--- src/rtl/uart_rx_fifo.sv ---
// uart_rx_fifo: circular byte FIFO behind the UART receiver, with sticky overrun.
// Define UART_RX_FIFO_ALMOST_FULL_EN to add the almost_full output.
module uart_rx_fifo #(
    parameter int DEPTH     = 16,
    parameter int ADDR_W    = 4,
    parameter int AF_THRESH = 12
) (
    input  logic              clk,
    input  logic              rst_n,
    input  logic              wr_valid,
    input  logic [7:0]        wr_data,
    input  logic              rd_en,
    output logic [7:0]        rd_data,
    output logic              rd_valid,
    output logic              empty,
    output logic              full,
    output logic [ADDR_W:0]   count,
    output logic              overrun,
    input  logic              overrun_clr
`ifdef UART_RX_FIFO_ALMOST_FULL_EN
    ,
    output logic              almost_full
`endif
);

    localparam logic [ADDR_W:0]   FULL_CNT = (ADDR_W + 1)'(DEPTH);
    localparam logic [ADDR_W:0]   AF_CNT   = (ADDR_W + 1)'(AF_THRESH);
    localparam logic [ADDR_W-1:0] PTR_ONE  = ADDR_W'(1);
    localparam logic [ADDR_W:0]   CNT_ONE  = (ADDR_W + 1)'(1);

    if (DEPTH < 2 || DEPTH != (1 << ADDR_W) ||
        AF_THRESH < 0 || AF_THRESH > DEPTH) begin : g_param_err
        $error("uart_rx_fifo: bad DEPTH/ADDR_W/AF_THRESH");
    end

    logic [7:0]        mem [DEPTH];
    logic [ADDR_W-1:0] wr_ptr;
    logic [ADDR_W-1:0] rd_ptr;
    logic [ADDR_W:0]   count_q;
    logic [ADDR_W:0]   count_d;
    logic              wr_acc;
    logic              rd_acc;
    logic              drop;

    assign empty = (count_q == '0);
    assign full  = (count_q == FULL_CNT);
    assign count = count_q;

`ifdef UART_RX_FIFO_ALMOST_FULL_EN
    assign almost_full = (count_q >= AF_CNT);
`else
    logic unused_af;
    assign unused_af = ^AF_CNT;
`endif

    // A full FIFO still takes a write when the same cycle frees a slot.
    assign rd_acc = rd_en && !empty;
    assign wr_acc = wr_valid && (!full || rd_en);
    assign drop   = wr_valid && full && !rd_en;

    always_comb begin
        count_d = count_q;
        unique case ({wr_acc, rd_acc})
            2'b10:   count_d = count_q + CNT_ONE;
            2'b01:   count_d = count_q - CNT_ONE;
            default: count_d = count_q;
        endcase
    end

    // Storage is intentionally left out of reset.
    always_ff @(posedge clk) begin
        if (wr_acc) begin
            mem[wr_ptr] <= wr_data;
        end
    end

    always_ff @(posedge clk or negedge rst_n) begin
        if (!rst_n) begin
            wr_ptr  <= '0;
            rd_ptr  <= '0;
            count_q <= '0;
        end else begin
            if (wr_acc) begin
                wr_ptr <= wr_ptr + PTR_ONE;
            end
            if (rd_acc) begin
                rd_ptr <= rd_ptr + PTR_ONE;
            end
            count_q <= count_d;
        end
    end

    always_ff @(posedge clk or negedge rst_n) begin
        if (!rst_n) begin
            rd_data  <= 8'h00;
            rd_valid <= 1'b0;
        end else begin
            rd_valid <= rd_acc;
            if (rd_acc) begin
                rd_data <= mem[rd_ptr];
            end
        end
    end

    // A drop in the same cycle as a clear keeps the flag set.
    always_ff @(posedge clk or negedge rst_n) begin
        if (!rst_n) begin
            overrun <= 1'b0;
        end else if (drop) begin
            overrun <= 1'b1;
        end else if (overrun_clr) begin
            overrun <= 1'b0;
        end
    end

endmodule

--- config.mk ---
export PLATFORM = sky130hd
export DESIGN_NAME = uart_rx_fifo
export DESIGN_NICKNAME = d
export VERILOG_FILES = /design/src/rtl/uart_rx_fifo.sv
export SDC_FILE = /design/constraint.sdc
export NUM_CORES = 1
export LEC_CHECK = 0
export CORE_MARGIN = 2
export CORE_UTILIZATION = 45
export CTS_CLUSTER_DIAMETER = 150
export DETAILED_ROUTE_END_ITERATION = 6
export GPL_ROUTABILITY_DRIVEN = 0
export PLACE_DENSITY = 0.7
export SKIP_LAST_GASP = 1
export SLEW_MARGIN = 20
export SYNTH_ARGS = -nofsm -noshare
export SYNTH_HDL_FRONTEND = slang
export SYNTH_SLANG_ARGS = --single-unit
--- constraint.sdc ---
create_clock -name clk -period 2.6 [get_ports clk]
set_clock_uncertainty 0.05 [all_clocks]
set_input_delay 0.52 -clock clk [delete_from_list [all_inputs] [get_ports clk]]
set_output_delay 0.52 -clock clk [all_outputs]
set_load 0.05 [all_outputs]
### Word-level counts from Yosys, hierarchy flattened

Memories as Yosys holds them, arrays and structs flattened. A register that Yosys moved wholly into a read port is not among the register bits.
Index checks and enable logic that the tools add are counted.

| storage, ports and cells | value |
|---|---|
| register bits | 15 |
| memory bits (writable) | 128 |
| output and inout bits | 17 |
| memories | 1 |

Memory list:

| memory | words | bits a word | read ports | clocked after Yosys merged registers in | wr ports | line | text |
|---|---|---|---|---|---|---|---|
| mem | 16 | 8 | 1 | 1 | 1 | 36 | `logic [7:0] mem [DEPTH];` |

| cells by class | value |
|---|---|
| add/sub/neg operators | 4 |
| equality and inequality tests | 3 |
| mux-type cells | 5 |
| reduce and logical (&&, ||, !) cells | 12 |

Operator list:

| kind | number |
|---|---|
| case mux 5 bit (2 select lines) | 1 |
| adder 4 x 1 -> 4 bit (second input constant) | 2 |
| adder 5 x 1 -> 5 bit (second input constant) | 1 |
| equality test 5 bit (second input constant) | 1 |
| zero test 5 bit | 1 |
| subtractor 5 x 1 -> 5 bit (second input constant) | 1 |
| logical AND 1 bit | 4 |
| zero test 1 bit | 4 |
| 2-to-1 mux 1 bit | 4 |
| nonzero test 2 bit | 2 |
| equality test 2 x 1 -> 1 bit (second input constant) | 1 |
| equality test 2 bit (second input constant) | 1 |
| logical OR 1 bit | 1 |

### Longest topological paths before layout

| logic depth | value |
|---|---|
| word-level depth | 6 |
| mapped depth | 9 |
| gate-level depth less buffers | 9 |

### Least setup slack after synthesis

OpenSTA, ideal clock, no wires.

| timing | value |
|---|---|
| path kind | reg-to-reg |
| start point | reg count_q[0], in the netlist count[0] |
| end point | reg count_q[4], in the netlist count[4] |
| setup time | 80 ps |
| arrival | 2891 ps |
| required time | 2470 ps |
| setup slack | -421 ps |
| cell stages (with the launch flop) | 10 |
| clock period less this slack | 3021 ps |
| cells stage by stage | dfrtp_1 -> or4_4 -> o21ai_4 -> inv_2 -> ha_1 -> fa_1 -> a21o_1 -> a21oi_1 -> mux2i_1 -> xnor2_1 |

| between the ends | value |
|---|---|
| elaborated cells between the ends (all ways) | 13 |
| classes of those cells | 2 x add/sub; 3 x eq/ne; 1 x mux; 7 x reduce/logical |

RTL lines:

| what | line | text |
|---|---|---|
| from (decl) | 39 | `logic [ADDR_W:0] count_q;` |
| from (signal assigned) | 89 | `count_q <= count_d;` |
| zero test 5 bit (*) | 45 | `assign empty = (count_q == '0);` |
| zero test 1 bit (*) | 57 | `assign rd_acc = rd_en && !empty;` |
| logical AND 1 bit (*) | 57 |  |
| named net rd_acc | 42 | `logic rd_acc;` |
| equality test 2 x 1 -> 1 bit or equality test 2 bit (tied branches) | 63 | `unique case ({wr_acc, rd_acc})` |
| case mux 5 bit (2 select lines) or nonzero test 2 bit (tied branches) | - |  |

Mark *: on every way through the listed nets, which the timed path passes. The rest lies on a longest branch.
A chain may end at the register's enable or synchronous reset.

### Worst setup path after layout

| timing | value |
|---|---|
| start point | reg count_q[1], in the netlist count[1] |
| end point | reg count_q[4], in the netlist count[4] |

Same word-level chain as after synthesis.

==> results.md <==
| Result | Value | Unit |
|:---|:---|:---|
| Max-capacitance violation count | 0 | - |
| Synthesized instance count | 311 | - |
| Die outline height | 119.7 | um |
| Worst r2r path cells | 9 | - |
| DR DRC count | 0 | - |
| Number of sinks driven by the clock tree | 151 | - |
| Startpoint-to-endpoint class of the critical path | reg2reg | - |
| Post-placement cell count | 534 | - |
| Internal Power | 5.656 | mW |
| Count of endpoints failing hold in the final timing report | 0 | - |
| Hold buffers post-CTS | 0 | - |
| Req. time, crit path | 2.89 | ns |
| Final setup viols | 0 | - |
| Power dissipated by switching net loads | 2.770 | mW |
| Vias after detailed routing | 3049 | - |
| Antenna cells | 0 | - |
| Via count normalized by instance count | 5.340 | - |
| Overall track demand over capacity in global routing | 17.55 | % |
| Clock tree from TritonCTS | built | - |
| Worst rel slew slack | 58.45 | % |
| Leakage | 2.591 | nW |
| Final Routed Wirelength | 11420 | um |
| Filler Cell Count | 1003 | - |
| Highest attainable clock frequency | 394.9 | MHz |
| Min Clock Period, post-route | 2.532 | ns |
| Wire length of the first global-routing pass | 18210 | um |
| Highest-count cells in the layout ignoring fill and taps | edfxtp_1, buf_4, mux4_2 | - |
| Largest family of logic cells by synthesized area | multiplexers | - |
| Sequential fraction of design power | 38.6 | % |
| Initial antenna violation count | 0 | - |
| Pre-Repair DR Iteration Count | 4 | - |
| Post-synth cell types | 33 | - |
| Number of levels the H-tree was split into | 4 | - |
| Input/output buffers | 29 | - |
| Initial core utilization | 45.87 | % |
| Maximum number of pins on one net before global-route repair | 35 | - |
| Summed instance area of the synthesized netlist | 0.006026 | sq mm |
| HPWL after detailed placement | 7566 | um |
| Seq/Total Area, Yosys | 73.34 | % |
| CTS clock-pin slew for the worst setup and hold paths | 0.06 | ns |
| Unrepaired setup endpoints after global routing | true | - |
| Dpl ws | -0.09137 | ns |
| Synthesized area divided by synthesized cell count | 19.38 | sq um |
| Logic gate share of total power | 33.7 | % |
| Final number of max-transition violations | 0 | - |
| Peak VDD IR | 0.0005322 | V |
| Worst Setup SP | count[1] | - |
| Die width | 119.7 | um |
| Kind of end point of the critical path | register | - |
| Antenna Nets Post-Route | 0 | - |
| Non-Filler Cell Area, Final | 0.007342 | sq mm |
| Number of global-route vias before repair | 3270 | - |
| Io pins | 30 | - |
| PnR worst setup slack | 0.06762 | ns |
| Simple-gate area share of the yosys netlist | 3.218 | % |
| Share of synthesized area spent on multiplexers | 13.85 | % |
| Pwr dens | 1148 | mW/mm^2 |
| Portion of total power attributed to the clock network | 27.8 | % |
| Post-detailed-placement cell area | 0.006725 | sq mm |
| Reg2reg setup slack | 0.07 | ns |
| Crit path capture | count[4] | - |
| Start of the worst register-to-register path | count[1] | - |
| Synth-to-layout area growth | 21.84 | % |
| Nets | 405 | - |
| Post-Synth XOR/XNOR Area | 1.453 | % |
| Root buffer cell | clkbuf_16 | - |
| Clock Latency Late Sink | 0.41 | ns |
| Total clock buffers created by CTS | 17 | - |
| Die area | 0.01433 | sq mm |
| Net count after synthesis | 334 | - |
| Maximum count of clock buffers along a single path | 2 | - |
| Crit start category | register | - |
| Core area | 0.01314 | sq mm |
| Yosys Warn Count | 0 | - |
| Register bit count reported by yosys | 151 | - |
| Switching power as a share of total power | 32.88 | % |
| Arrival time of the worst setup path | 2.82 | ns |
| Adder and majority cell fraction of the synthesized area | 2.201 | % |
| Layout cell share with drive strength beyond 1 | 30.38 | % |
| Final period util | 97.40 | % |
| Capture instance of the worst register-to-register path | count[4] | - |
| Type of the most critical hold path | in2async | - |
| Post-synthesis compound-gate area fraction | 3.758 | % |
| Worst-Margin Slew | 0.6213 | ns |
| Maximum fanout encountered on the critical timing path | 5 | - |
| Worst hold margin | 0.3843 | ns |
| Routed len/inst | 20.01 | um |
| Detailed Route Iter0 Violations | 311 | - |
| Layout Cells excl Fill | 571 | - |
| Core Rows | 42 | - |
| Most common cell after layout, fill and taps aside | edfxtp_1 | - |
| Run status | complete, no violations | - |
| Total Neg Setup Slack | 0 | ns |
| Global route total overflow | 0 | - |
-- cells by family (layout without fill, tap and decap cells) --
kind of cell / after synthesis / count (layout)
AOI/OAI and AO/OA: 31 / 31
xor gates and xnor gates: 10 / 10
adders and majority gates: 10 / 10
buffers and inverters: 24 / 108
DFF: 151 / 151
muxes: 42 / 42
and+or+nand+nor: 43 / 43
-- cell type report --
cell class	count	area [sq um]	share of cell area (%)
repair buffers	68	590.6	8.044
clock inverters	14	143.9	1.960
inverters	8	30.03	0.4090
multi-input cells	136	1504	20.48
flip-flops and latches	151	4424	60.26
well taps	176	220.2	2.999
clock buffers	18	429.2	5.845
-- sequential cells by signal, indices dropped and copies added (netlist names) --
register,count
mem,128
rd_data,8
count,5
rd_ptr,4
wr_ptr,4
overrun,1
rd_valid,1
-- critical path, stage by stage (launching register included) --
cell	delay [ns]
dfrtp_2	0.40
or4_4	0.56
o21ai_4	0.15
inv_2	0.07
ha_4	0.18
fa_2	0.33
a21o_1	0.20
a21oi_2	0.15
mux2i_1	0.22
xnor2_1	0.14
-- synthesized netlist by cell type, drive strengths merged --
master,instances,area (sq um)
fa,1,20.02
o22ai,7,43.79
or2,1,6.260
a21o,9,67.56
nand2,16,60.06
o32ai,1,8.760
a31oi,1,12.51
a21oi,2,10.01
nor2,14,52.55
ha,9,112.6
a211oi,7,52.55
mux4,33,743.2
clkbuf,5,18.77
edfxtp,128,3844
buf,11,82.57
nand2b,3,18.77
o21ai,4,31.28
nand4,2,12.51
xor2,1,8.760
nor3,4,20.02
nor2b,1,6.260
xnor2,9,78.83
inv,8,30.03
or4,1,11.26
dfrtp,23,575.6
mux2i,8,80.08
mux2,1,11.26
nor4,1,6.260
-- worst min-delay path by stage --
stage          startpoint          to
6_report            rst_n    count[3]
5_1_grt             rst_n    count[3]
4_1_cts             rst_n    count[3]
3_5_place_dp   rd_data[7]  rd_data[7]
3_3_place_gp   rd_data[3]  rd_data[3]
2_1_floorplan       rst_n    count[0]
-- layer usage --
| metal | vias up | GRT usage (%) | share of wire [%] |
|---|---|---|---|
| met5 | - | 0 | 0 |
| met4 | 0 | 7.574 | 1.4 |
| met3 | 10 | 4.753 | 5.1 |
| met2 | 83 | 28.68 | 52 |
| met1 | 1570 | 22.20 | 42 |
| li1 | 1386 | - | - |
-- per-stage QoR --
step	util [%]	total power [mW]
after floorplan	-	5.239
after global placement	51.19	6.040
after detailed placement	51.19	6.128
after CTS	55.55	8.467
after global routing	55.89	8.851
final	55.89	8.425
-- power by group through the flow --
stage	Clock [mW]	Sequential (mW)	Combinational (mW)
2_1_floorplan	0	3.57	1.67
3_3_place_gp	0	3.28	2.76
3_5_place_dp	0	3.30	2.83
4_1_cts	2.38	3.25	2.83
5_1_grt	2.48	3.30	3.07
6_report	2.34	3.25	2.84
-- repair_timing --
item	in CTS	in global routing
gates resized for setup	0	1
setup endpoints to repair	0	1
setup buffers	0	5
hold endpoints to repair	0	0
(Power assumes the default switching activity.)
